[src/rtl/door_controller.sv]
// Elevator door sequencer: timed open/dwell/close cycle with obstruction and
// overload reopen, reporting when the car is sealed and when a cycle completes.
module door_controller #(
    parameter int MOVE_CYCLES  = 4,
    parameter int DWELL_CYCLES = 10,
    parameter int CNT_W        = 8
) (
    input  logic clk,
    input  logic reset,
    input  logic arrive_req,
    input  logic open_btn,
    input  logic close_btn,
    input  logic obstruction,
    input  logic weight_limit_exceeded,
    output logic motor_open,
    output logic motor_close,
    output logic door_closed,
    output logic overweight_alarm,
    output logic cycle_done
);

    typedef enum logic [1:0] {
        CLOSED  = 2'd0,
        OPENING = 2'd1,
        OPEN    = 2'd2,
        CLOSING = 2'd3
    } state_t;

    localparam logic [CNT_W-1:0] MOVE_LAST  = CNT_W'(MOVE_CYCLES - 1);
    localparam logic [CNT_W-1:0] DWELL_LAST = CNT_W'(DWELL_CYCLES - 1);

    state_t           state;
    logic [CNT_W-1:0] cnt;
    logic             hold;

    // The same condition holds the door open and reverses a closing door.
    assign hold = weight_limit_exceeded | obstruction | open_btn;

    always_ff @(posedge clk) begin
        if (reset) begin
            state      <= CLOSED;
            cnt        <= '0;
            cycle_done <= 1'b0;
        end else begin
            cycle_done <= 1'b0;
            case (state)
                CLOSED: begin
                    if (arrive_req | open_btn) begin
                        state <= OPENING;
                        cnt   <= MOVE_LAST;
                    end
                end
                OPENING: begin
                    if (cnt == '0) begin
                        state <= OPEN;
                        cnt   <= DWELL_LAST;
                    end else begin
                        cnt <= cnt - 1'b1;
                    end
                end
                OPEN: begin
                    if (hold) begin
                        cnt <= DWELL_LAST;
                    end else if (close_btn || cnt == '0) begin
                        state <= CLOSING;
                        cnt   <= MOVE_LAST;
                    end else begin
                        cnt <= cnt - 1'b1;
                    end
                end
                CLOSING: begin
                    if (hold) begin
                        // Travel back only as far as the door has already closed.
                        state <= OPENING;
                        cnt   <= MOVE_LAST - cnt;
                    end else if (cnt == '0) begin
                        state      <= CLOSED;
                        cycle_done <= 1'b1;
                    end else begin
                        cnt <= cnt - 1'b1;
                    end
                end
                default: begin
                    state <= CLOSED;
                    cnt   <= '0;
                end
            endcase
        end
    end

    assign door_closed      = (state == CLOSED);
    assign motor_open       = (state == OPENING);
    assign motor_close      = (state == CLOSING);
    assign overweight_alarm = weight_limit_exceeded & (state != CLOSED);

endmodule
[config.mk]
export PLATFORM = sky130hd
export DESIGN_NAME = door_controller
export DESIGN_NICKNAME = d
export VERILOG_FILES = /design/src/rtl/door_controller.sv
export SDC_FILE = /design/constraint.sdc
export NUM_CORES = 1
export LEC_CHECK = 0
export CORE_MARGIN = 1
export CORE_UTILIZATION = 30
export DETAILED_ROUTE_END_ITERATION = 8
export HOLD_SLACK_MARGIN = 0.08
export SLEW_MARGIN = 20
export SYNTH_ARGS = -nofsm -noshare
export SYNTH_HDL_FRONTEND = slang
export SYNTH_SLANG_ARGS = --single-unit
[constraint.sdc]
create_clock -name clk -period 5.45 [get_ports clk]
set_input_delay 1.09 -clock clk [delete_from_list [all_inputs] [get_ports clk]]
set_output_delay 1.09 -clock clk [all_outputs]
set_load 0.02 [all_outputs]
==> metrics <==
outcome finished, final reports clean; Max Freq 288 MHz; #FFs+latches synth 11; number of enable flip-flop cells after synthesis 0; Worst-Skew Late Latency 0.27 ns; Area contributors post-synth dfxtp_1 23%, ha_1 7.8%, a21oi_1 5.7%, o21ai_0 4.7%, nand2_1 4.3%; Sw Share 50.0%; Int Power 281 µW; Slew headroom 40.3%; nets@finish 152; antenna violations before repair 0; adder and majority cell fraction of the synthesized area under 10%; CTS Sinks 11; flop2flop setup slack around 3.0 ns; mapped cell area 961 µm²; xor/xnor share of the synthesized area 4.56%; r2r startpoint state[0]; max-cap viol count 0; post-route ant nets 0; Port Buffer Count 11; CTS tree yes; Post-DP HPWL 1890 µm; Initial DRC Count 33; largest net degree at the start of global routing 15; Final Setup Violations 0; mux cell area share after synthesis 2.08%; Worst-Margin Slew 0.894 ns; dominant synthesized flop cell dfxtp_1; Worst Path Arrival 2.38 ns; FP Rows 20; VDD IR max between 0.0002 and 0.0003 V; Max Transition Viols Final 0; Crit. End Element output pin; Post-Route Skew between 0.008 and 0.009 ns; number of cells on the worst reg-to-reg path 6; Initial Util 31.5%; Sw Pwr 281 µW; Synth top area share 22.9%; TNS Setup 0 ns; min-delay src state[1]; period utilization 63.6%; fraction of layout instances using a drive strength above 1 6.52%; area leader, netlist dfxtp_1; clock buffer count from CTS 3; total power 562 µW; Seq pwr share 22.0%; DRC viols 0; synth warn 0; total number of vias 990; first-pass GRT wire length 4420 µm; placeable core region 3050 µm²; die width 58.6 µm; Crit path largest cell delay 0.62 ns; critical path cell sequence clkdlybuf4s50_1 -> nor2b_1 -> clkdlybuf4s50_1; Synth cell types 39; Antenna Diode Count 0; crit start category primary input; CTS root buf clkbuf_4; most frequent cells in the layout 11 x nand2_1, 11 x a21oi_1, 11 x dfxtp_1, 11 x clkdlybuf4s50_1, 9 x o21ai_0; syn_nets 142; Cells after Synth 129; R2R Path End cnt[2]; HP Class flop to flop; Via-to-Cell Ratio 5.44; critical path class primary input to output pin; drt pass-1 iters 5; Syn-to-layout area delta 16.8%; setup repair after global routing missed its margin false; hold slack 0.552 ns; Max FO, Critical Path 3; CP required 4.36 ns; chip height 58.6 µm; register area share after synthesis a little under a quarter; Simple-Gate Fraction of Synth Area 31.4%; Clock Path Buffers 2; asr flop ratio synth 0%; vias in the first global route 960; CTS H-tree depth 1; setup bufs post-CTS 0; slowest stage cell on the critical path clkdlybuf4s50_1; die area 3430 µm²; Clock Pin Slew Worst Setup and Hold Paths 0.08 ns; number of cells upsized or downsized after cts 0; Placer Congestion 0.864; largest family of logic cells by synthesized area simple AND/OR/NAND/NOR gates; combinational share of power around 67%; clock power share 10.6%; gr usage total approximately 17%; Leakage 0.401 nW; hold path endpoint state[1]; Tmin final 3.47 ns; Mean Syn Cell Area 7.45 µm²; Fin. Hold Viols 0; grt ovf 0; routed length per instance 14.4 µm; Synth Area in Compound Gates 25.4%; # IOs 12; power per cell area 501 nW/µm²; Crit path top cell by count clkdlybuf4s50_1; worst hold path depth 2; # hold bufs at CTS 0; routed wire length ~2600 µm
-- Yosys cell counts (all sizes together), types with 2 or more instances --
cell,n
a211oi,2
a21oi,12
a311oi,2
a31oi,4
clkbuf,5
dfxtp,11
ha,6
inv,7
mux2i,2
nand2,11
nand2b,4
nand3,3
nor2,10
nor2b,3
nor3,7
nor3b,2
nor4,3
o21ai,10
or3,5
or4,3
xnor2,3
xor2,2
-- cells by family (layout without fill, tap and decap cells) --
kind of cell             after synthesis  count (layout)
AND/OR/NAND/NOR                       55              55
buffers and inverters                 13              22
flip-flops                            11              11
XOR/XNOR                               5               5
adder cells (fa/ha/maj)                6               6
AO/OA/AOI/OAI                         37              37
multiplexers                           2               2
-- how the worst max path moves through the flow --
stage	start	to
final	weight_limit_exceeded	overweight_alarm
after global routing	weight_limit_exceeded	overweight_alarm
after CTS	weight_limit_exceeded	overweight_alarm
after detailed placement	weight_limit_exceeded	overweight_alarm
after global placement	weight_limit_exceeded	overweight_alarm
after floorplan	weight_limit_exceeded	overweight_alarm
-- power groups by stage --
stage          registers, mW  logic [mW]  clock network (mW)
2_1_floorplan          0.116       0.285                   0
3_3_place_gp           0.123       0.364                   0
3_5_place_dp           0.125       0.373                   0
4_1_cts                0.123       0.376              0.0619
5_1_grt                0.126       0.416              0.0667
6_report               0.124       0.379              0.0595
-- sequential cells by signal (all words and copies together) (netlist names) --
name and flops:
cnt 8, cycle_done 1, state 2
-- per-layer routing --
layer,up-vias,part of all wire [%],global-route usage (%)
met1,470,45,22.0
li1,489,-,-
met4,0,0.73,7.48
met3,2,3.6,0.659
met2,29,51,28.2
met5,-,0,0
-- critical path, delay by kind of cell --
kind                   cells  cell delay [ns]
AND/OR/NAND/NOR            1             0.16
buffers and inverters      2             1.12
-- per-stage QoR --
step	area (µm²)	utilization, %	std cells	worst slack (ns)
2_1_floorplan	961	-	129	2.94
3_3_place_gp	1100	35.9	178	2.03
3_5_place_dp	1100	35.9	178	1.98
4_1_cts	1120	36.8	182	1.97
5_1_grt	1120	36.8	182	1.94
6_report	1120	36.8	182	1.98
-- final cells by class --
type	instances	area, µm²
clock buffer	4	26.3
fill	345	1930
inverter	7	26.3
multi-input combinational	105	684
sequential	11	220
tap	44	55.1
timing repair buffer	11	110
(Power assumes the default switching activity.)
